### src/rtl/instr_mem_loader.sv
// rtl/instr_mem_loader.sv - framed byte-stream loader that fills instruction memory and releases the core.
// Optional checksum byte after the payload is enabled by defining LOADER_CHECKSUM_EN.
module instr_mem_loader #(
  parameter int ADDR_W = 9,
  parameter int DEPTH  = 512
) (
  input  logic              clk,
  input  logic              reset,
  input  logic              in_valid,
  input  logic [7:0]        in_data,
  output logic              in_ready,
  input  logic              restart,
  output logic              mem_we,
  output logic [ADDR_W-1:0] mem_addr,
  output logic [31:0]       mem_d,
  output logic              cpu_run,
  output logic              load_err,
  output logic [ADDR_W:0]   words_loaded
);

  typedef enum logic [2:0] {
    S_HDR0 = 3'd0,
    S_HDR1 = 3'd1,
    S_DATA = 3'd2,
    S_CHK  = 3'd3,
    S_DONE = 3'd4,
    S_ERR  = 3'd5
  } state_t;

  state_t            state, next_state;
  logic [7:0]        count_hi;
  logic [ADDR_W-1:0] last_idx;
  logic [ADDR_W-1:0] addr;
  logic [1:0]        byte_cnt;
  logic [23:0]       asm_q;
  logic              accept;
  logic              last_byte;
  logic [15:0]       n_words;
  logic [15:0]       n_minus1;
  logic              n_bad;
  logic              run_next;

`ifdef LOADER_CHECKSUM_EN
  logic [7:0]        chk;
`endif

  assign accept    = in_valid && in_ready;
  assign n_words   = {count_hi, in_data};
  assign n_minus1  = n_words - 16'd1;
  assign n_bad     = (n_words == 16'd0) || ({16'd0, n_words} > DEPTH);
  assign last_byte = (byte_cnt == 2'd3) && (addr == last_idx);
  assign load_err  = (state == S_ERR);

  always_comb begin
    next_state = state;
    in_ready   = 1'b0;
    case (state)
      S_HDR0: begin
        in_ready = 1'b1;
        if (in_valid) next_state = S_HDR1;
      end
      S_HDR1: begin
        in_ready = 1'b1;
        if (in_valid) next_state = n_bad ? S_ERR : S_DATA;
      end
      S_DATA: begin
        in_ready = 1'b1;
`ifdef LOADER_CHECKSUM_EN
        if (in_valid && last_byte) next_state = S_CHK;
`else
        if (in_valid && last_byte) next_state = S_DONE;
`endif
      end
      S_CHK: begin
`ifdef LOADER_CHECKSUM_EN
        in_ready = 1'b1;
        if (in_valid) next_state = (in_data == chk) ? S_DONE : S_ERR;
`else
        next_state = S_ERR;
`endif
      end
      S_DONE: if (restart) next_state = S_HDR0;
      S_ERR:  if (restart) next_state = S_HDR0;
      default: next_state = S_ERR;
    endcase
  end

  // Without a checksum, cpu_run waits one DONE cycle so it rises after the final mem_we.
  always_comb begin
    run_next = 1'b0;
    if (next_state == S_DONE) begin
`ifdef LOADER_CHECKSUM_EN
      run_next = (state == S_DONE) || (state == S_CHK);
`else
      run_next = (state == S_DONE);
`endif
    end
  end

  always_ff @(posedge clk or posedge reset) begin
    if (reset) begin
      state        <= S_HDR0;
      count_hi     <= 8'd0;
      last_idx     <= '0;
      addr         <= '0;
      byte_cnt     <= 2'd0;
      asm_q        <= 24'd0;
      mem_we       <= 1'b0;
      mem_addr     <= '0;
      mem_d        <= 32'd0;
      cpu_run      <= 1'b0;
      words_loaded <= '0;
    end else begin
      state   <= next_state;
      cpu_run <= run_next;
      mem_we  <= 1'b0;
      if (mem_we) words_loaded <= words_loaded + (ADDR_W+1)'(1);
      case (state)
        S_HDR0: if (accept) count_hi <= in_data;
        S_HDR1: if (accept) begin
          last_idx <= n_minus1[ADDR_W-1:0];
          addr     <= '0;
          byte_cnt <= 2'd0;
        end
        S_DATA: if (accept) begin
          asm_q    <= {asm_q[15:0], in_data};
          byte_cnt <= byte_cnt + 2'd1;
          if (byte_cnt == 2'd3) begin
            mem_d    <= {asm_q, in_data};
            mem_addr <= addr;
            mem_we   <= 1'b1;
            addr     <= addr + ADDR_W'(1);
          end
        end
        S_DONE, S_ERR: if (restart) words_loaded <= '0;
        default: ;
      endcase
    end
  end

`ifdef LOADER_CHECKSUM_EN
  // Running XOR over payload bytes only; cleared as the header completes.
  always_ff @(posedge clk or posedge reset) begin
    if (reset) begin
      chk <= 8'd0;
    end else if (state == S_HDR1) begin
      chk <= 8'd0;
    end else if (state == S_DATA && accept) begin
      chk <= chk ^ in_data;
    end
  end
`endif

endmodule

### config.mk
export PLATFORM = sky130hd
export DESIGN_NAME = instr_mem_loader
export DESIGN_NICKNAME = d
export VERILOG_FILES = /design/src/rtl/instr_mem_loader.sv
export SDC_FILE = /design/constraint.sdc
export NUM_CORES = 1
export LEC_CHECK = 0
export ABC_AREA = 0
export CAP_MARGIN = 20
export CORE_MARGIN = 4
export CORE_UTILIZATION = 54
export DETAILED_ROUTE_END_ITERATION = 7
export PLACE_DENSITY = 0.82
export SETUP_SLACK_MARGIN = 0.4
export SLEW_MARGIN = 10
export SYNTH_ARGS = -nofsm -noshare
export SYNTH_HDL_FRONTEND = slang
export SYNTH_SLANG_ARGS = --single-unit
### constraint.sdc
create_clock -name clk -period 5 [get_ports clk]
set_input_delay 1.5 -clock clk [delete_from_list [all_inputs] [get_ports clk]]
set_output_delay 1.5 -clock clk [all_outputs]
set_load 0.01 [all_outputs]
==> impl_metrics.csv <==
group,metric,value,unit
place,port-buffer-count,66,
clocking,cts_num_sinks,108,
grt,globalRouteTotalUtil,19.9,%
clocking,postCtsSetupRepairBufs,0,
die,design.core.area,0.00822,mm²
setup_path,setup.worst_path.end_class,"flip-flop",
route,drcViolationCount,0,
die,io-pin-count,67,
sta,setup_ws,1.69,ns
finish,area.sequential,0.00270,mm²
clocking,cts_root_buf,"sky130_fd_sc_hd__clkbuf_8",
hold_path,hold_path_class,"reg -> reg",
logic_synthesis,synth_area_per_inst,11.1,µm²
sta,clock-skew-final,0.0114,ns
setup_path,cp-startpoint,"in_data[0]",
setup_path,cp_data_required_time,5.26,ns
die,die_width,99.9,µm
finish,stdcell_area,0.00553,mm²
outcome,run_status,"complete, no violations",
sta,setup-violations-final,0,
route,wl_per_cell,15.9,µm
sta,timing_hold_violations_final,0,
place,dpl_worst_slack,1.30,ns
finish,fin_nets,492,
finish,postLayoutCoreUtil,67.3,%
place,detailed_placement_wirelength_estimate,6350,µm
route,drt_wl_total,9300,µm
sta,grt_setup_unrepaired,"false",
finish,multi_input_area,0.00174,mm²
place,postPlaceCellArea,0.00530,mm²
logic_synthesis,syn-instance-count,412,
finish,final_cell_mix,"sky130_fd_sc_hd__dfrtp_1, sky130_fd_sc_hd__nand2_1, sky130_fd_sc_hd__clkdlybuf4s50_1",
route,initialDrtViolationCount,133,
finish,syn_to_final_growth,21.4,%
sta,timing_worst_slew_pin_value,0.671,ns
power,power.density_cell_area,338,mW/mm²
logic_synthesis,dominantRegCellSynth,"sky130_fd_sc_hd__dfrtp_1",
logic_synthesis,synthesis.nets,428,
die,die_h,99.9,µm
die,initial_core_util,55.5,%
die,rows,33,
sta,worst_relative_slew_slack,55.1,%
finish,fin_cells,586,
place,placed_cells_incl_taps,569,
clocking,htree_levels,3,
clocking,insertion_delay,0.37,ns
finish,drive_gt1_share,14.6,%
route,antenna_left,0,
clocking,number_of_buffers_added_by_the_clock_tree_synthesis_step,9,
route,via_per_inst,5.45,
route,drt_pass1_iterations,4,
setup_path,worstReg2RegStart,"state[0]",
sta,maxSlewViolCount,0,
logic_synthesis,synth_warnings,0,
place,gp_congestion,0.863,
sta,hold_ws,0.479,ns
clocking,hold_buffers,0,
setup_path,crit_arrival,3.57,ns
logic_synthesis,ys_types,34,
sta,fin_crit_sh,66.2,%
die,floorplan.die_area,0.00997,mm²
finish,n_fill_cell,642,
power,leakage,2.61,nW
logic_synthesis,synthesis.area,0.00456,mm²
job,cap_violations,0,
setup_path,worst_setup_path_start_kind,"input port",
logic_synthesis,synth_sequential_area_ratio,59.3,%
grt,grt_antenna_before_repair,0,
clocking,post_cts_resized,0,
clocking,cts_tree,"yes",
clocking,cts.reportedPaths.clkPinSlew,0.11,ns
power,p_total,1.87,mW
logic_synthesis,synth_enable_flop_cells,0,
grt,first_global_vias,3243,
finish,antennaDiodeCount,0,
setup_path,timing.setup.critical_path_class,"in -> reg",
sta,max_freq,302,MHz
grt,grt_start_max_net_pins,89,
grt,global_route_wire_length_before_repair,15800,µm
sta,finalCriticalPeriod,3.31,ns
hold_path,hold_path_startpoint,"asm_q[21]",
setup_path,critical_path_fanouts_max,6,
logic_synthesis,postSynthRegisterBits,108,
finish,layout.cells.most_common,"sky130_fd_sc_hd__dfrtp_1",
logic_synthesis,synth_async_sr_flop_share,100,%
grt,grt-ovfl-total,0,
route,total_via_count_in_the_routed_design,3194,
clocking,cts.path.max_buffers,2,
sta,final.setup.tns,0,ns
power,worst_ir_drop_vdd,0.188,mV
-- kinds of logic after synthesis --
family,share of synthesized area [%]
muxes,11.8
adders and majority gates,1.10
xor gates and xnor gates,4.81
DFF,59.3
AOI/OAI and AO/OA,4.39
and+or+nand+nor,16.0
buffers and inverters,2.61
-- area by class of cell --
class	instances	share of cell area, %
timing repair buffer	72	13.1
sequential	108	48.8
inverter	8	0.588
clock buffer	9	2.24
tap	105	2.37
clock inverter	7	1.47
multi-input combinational	277	31.4
-- flip-flops by register name (all words and copies together), names as in the netlist --
register and count:
last_idx 9, state 3, mem_we 1, count_hi 8
cpu_run 1, words_loaded 10, byte_cnt 2, mem_addr 9
asm_q 24, mem_d 32, addr 9
-- layer usage --
layer  GRT usage (%)  wire, µm  part of all wire [%]  vias to the layer above
li1                -         -                     -                     1512
met1            27.8      4230                    45                     1582
met2            31.2      4390                    47                       81
met3            4.10       493                   5.3                       19
met4            7.04       183                   2.0                        0
met5               0         0                     0                        -
-- worst max-delay path, stage by stage --
cell and delay [ns]:
sky130_fd_sc_hd__clkdlybuf4s50_1 0.50, sky130_fd_sc_hd__inv_1 0.11, sky130_fd_sc_hd__ha_1 0.21, sky130_fd_sc_hd__or4b_1 0.48, sky130_fd_sc_hd__o21a_1 0.20, sky130_fd_sc_hd__o31a_1 0.25, sky130_fd_sc_hd__a311o_1 0.32
-- path summary, 6_finish.rpt --
check                      slack (ns)  cells after the start               to
setup / recovery                 1.69                      7         state[2]
hold / removal                   0.48                      2        mem_d[29]
setup reg to reg                 3.04                      6        mem_d[30]
hold reg to reg                  0.48                      2        mem_d[29]
max in group asynchronous        2.71                      4  words_loaded[2]
min in group asynchronous        1.43                      2          addr[8]
-- Yosys cell counts (2+ instances only) --
cell type	n	area (µm²)
sky130_fd_sc_hd__nor2_1	20	75.1
sky130_fd_sc_hd__inv_1	8	30.0
sky130_fd_sc_hd__clkbuf_1	10	37.5
sky130_fd_sc_hd__ha_1	4	50.1
sky130_fd_sc_hd__mux2_2	46	518
sky130_fd_sc_hd__and3_1	6	37.5
sky130_fd_sc_hd__nor4_1	3	18.8
sky130_fd_sc_hd__or3_1	6	37.5
sky130_fd_sc_hd__nand2_1	99	372
sky130_fd_sc_hd__buf_2	7	35.0
sky130_fd_sc_hd__xor2_1	11	96.3
sky130_fd_sc_hd__nor3_1	6	30.0
sky130_fd_sc_hd__nand4_1	9	56.3
sky130_fd_sc_hd__a21oi_1	13	65.1
sky130_fd_sc_hd__xnor2_1	14	123
sky130_fd_sc_hd__nand3_1	8	40.0
sky130_fd_sc_hd__o21ai_0	17	85.1
sky130_fd_sc_hd__mux2i_1	2	20.0
sky130_fd_sc_hd__dfrtp_1	108	2700
-- where the power goes --
part	internal, mW	total (mW)	switching (mW)
combinational	0.141	0.285	0.144
sequential	0.966	1.05	0.0809
clock	0.201	0.535	0.334
total	1.31	1.87	0.559
No activity file was read; power rests on OpenSTA's default activity.
==> RTL change (same flow settings) <==
Add a define of `LOADER_CHECKSUM_EN`.
--- a/src/rtl/instr_mem_loader.sv
+++ b/src/rtl/instr_mem_loader.sv
@@ -1,4 +1,6 @@
 // rtl/instr_mem_loader.sv - framed byte-stream loader that fills instruction memory and releases the core.
 // Optional checksum byte after the payload is enabled by defining LOADER_CHECKSUM_EN.
+`define LOADER_CHECKSUM_EN
+
 module instr_mem_loader #(
   parameter int ADDR_W = 9,
Behaviour: not the same (Yosys sat finds a counterexample within 10 cycles, from zero or initial values and one cycle with reset high).
==> RTL change against the unedited design <==
- sequential power is 7% higher
- area after synthesis is 12% higher
- wire length is 19% higher
- final area is 15% higher
- setup slack worse by 0.19 ns
- sequential cell count is 8 higher
- non-clock buffer count is 2 lower
- total power is 38% higher
- count of clock-buffer cells in the layout is 10 higher
- largest cell class unchanged
==> RTL change: results (changes against the unedited design) <==
stage,metric,value,unit,change
placed_design,Final HPWL DP,7047,microns,+11%
placed_design,gpl congestion,0.8554,,-0.85%
sta,post-route setup TNS,0,ns,unchanged
clock_tree,Max Root-Sink Buffers,2,,unchanged
clock_tree,post-CTS sizing,0,,unchanged
global_route,vias in the first global route,3898,,+20%
placed_design,Cells after DPL,616,,+8.3%
synthesis,"top cells by count, synth","116 x dfrtp_1, 89 x nand2_1, 38 x nor2_1",,
cells_and_area,Antenna diodes,0,,unchanged
worst_hold_path,HP Start,asm_q[23]$_DFFE_PP0P_,,
synthesis,ranking of synthesized cells by area,"dfrtp_1 57%, mux2_1 7.5%, nand2_1 6.6%",,
synthesis,library cells used by synthesis,38,,+12%
critical_path,CP max FO,15,,+9
synthesis,"Seq/Total Area, Yosys",57.02,%,-2.3 points
cells_and_area,final layout net count,541,,+10%
critical_path,CP peak stage delay,0.62,ns,+0.12 ns
global_route,gr usage total,21.81,%,+1.9 points
cells_and_area,Largest regs,"mem_d: 32 flops, asm_q: 24 flops, words_loaded: 10 flops",,
power_and_ir_drop,Worst VDD drop,0.2848,mV,+51%
global_route,initial antenna violation count,0,,unchanged
synthesis,Synth Area in Compound Gates,4.571,%,+0.18 points
cells_and_area,layout cells sized above 1,10.61,%,-3.9 points
cells_and_area,Layout Cells excl Fill,648,,+11%
placed_design,IO Port Bufs,66,,unchanged
outcome,status,"finished, final reports clean",,
critical_path,Critical Path AT,2.01,ns,-1.56 ns
critical_path,Worst path slowest cell,dfrtp_1,,
synthesis,Synth Area in Adders,1.229,%,+0.13 points
sta,clk_skew,0.01313,ns,+0.001729 ns
synthesis,Ys Warns,0,,unchanged
route,Routed WL,11120,microns,+19%
route,initial DRC count,191,,+44%
critical_path,Setup crit start,state[1]$_DFF_PP0_,,
synthesis,Synth Area per Inst,11.04,sq um,-0.15%
clock_tree,clk_lat worst skew,0.52,ns,+0.15 ns
power_and_ir_drop,Sw Ratio,27.85,%,-2.1 points
clock_tree,Root Driver,clkbuf_8,,
worst_hold_path,HP Class,flip-flop to flip-flop,,
placed_design,post-place setup slack,1.269,ns,-0.02680 ns
critical_path,Setup crit end kind,output pin,,
cells_and_area,filler cell count,628,,-2.2%
route,Via Count,3600,,+13%
clock_tree,H-tree levels,4,,+1
clock_tree,"CTS clk-pin slew, worst paths",0.06,ns,-0.05 ns
synthesis,Post-Synth XOR/XNOR Area,6.881,%,+2.1 points
placed_design,Post-DP Area,5799,sq um,+9.4%
power_and_ir_drop,P_leak,3.059,nW,+17%
sta,relative max-transition margin,53.60,%,-1.5 points
synthesis,Mapped Nets,478,,+12%
global_route,largest net degree at the start of global routing,60,,-33%
clock_tree,total CTS buffers,17,,+8
global_route,first-pass GRT wire length,19160,microns,+22%
critical_path,"CP delay by family, top",buffers and inverters,,
clock_tree,post-CTS setup buffers,0,,unchanged
synthesis,mux contribution to synthesized area,11.01,%,-0.80 points
==> RTL change: cells by family (layout without fill, tap and decap cells) <==
group | Yosys count | after routing
mux | 50 | 50
simple gates | 176 | 176
compound gates | 42 | 42
fa+ha+maj | 5 | 5
flops | 116 | 116
buf+inv | 32 | 108
xor+xnor | 40 | 40
==> RTL change: final timing paths <==
check / endpoint / slack [ns] / cells past startpoint
min in group asynchronous: chk[7]$_DFFE_PP0P_ / 1.46 / 2
setup / recovery: load_err / 1.49 / 3
max in group asynchronous: mem_addr[8]$_DFFE_PP0P_ / 2.79 / 3
setup reg to reg: state[0]$_DFF_PP0_ / 2.72 / 6
hold reg to reg: asm_q[23]$_DFFE_PP0P_ / 0.47 / 2
hold / removal: asm_q[23]$_DFFE_PP0P_ / 0.47 / 2
==> RTL change: final cells by class <==
type	instances	share of cell area (%)
flip-flops and latches	116	45.66
multi-input cells	313	31.92
repair buffers	70	11.06
clock buffers	19	6.790
well taps	111	2.185
clock inverters	13	1.988
inverters	6	0.3936
==> RTL change: stage by stage <==
| step | util (%) | power, mW |
|---|---|---|
| after floorplan | - | 1.364 |
| after global placement | 63.06 | 1.446 |
| after detailed placement | 63.06 | 1.462 |
| after CTS | 69.13 | 2.597 |
| after global routing | 69.13 | 2.688 |
| final | 69.13 | 2.581 |
==> RTL change: tightest hold or removal path: stages, from the launching register on <==
cell     delay (ns)
dfrtp_1        0.34
nand2_1        0.05
nand2_1        0.05
==> RTL change: routing by layer <==
layer / vias up / track usage, % / wire length [microns]
met4: 0 / 8.529 / 246
li1: 1669 / - / -
met1: 1813 / 26.31 / 4569
met3: 29 / 5.127 / 441
met2: 89 / 37.76 / 5860
met5: - / 0 / 0
==> RTL change: power groups by stage <==
| stage | logic, mW | registers, mW | clock network [mW] |
|---|---|---|---|
| 2_1_floorplan | 0.270 | 1.09 | 0 |
| 3_3_place_gp | 0.321 | 1.13 | 0 |
| 3_5_place_dp | 0.332 | 1.13 | 0 |
| 4_1_cts | 0.344 | 1.12 | 1.13 |
| 5_1_grt | 0.379 | 1.13 | 1.18 |
| 6_report | 0.341 | 1.12 | 1.12 |
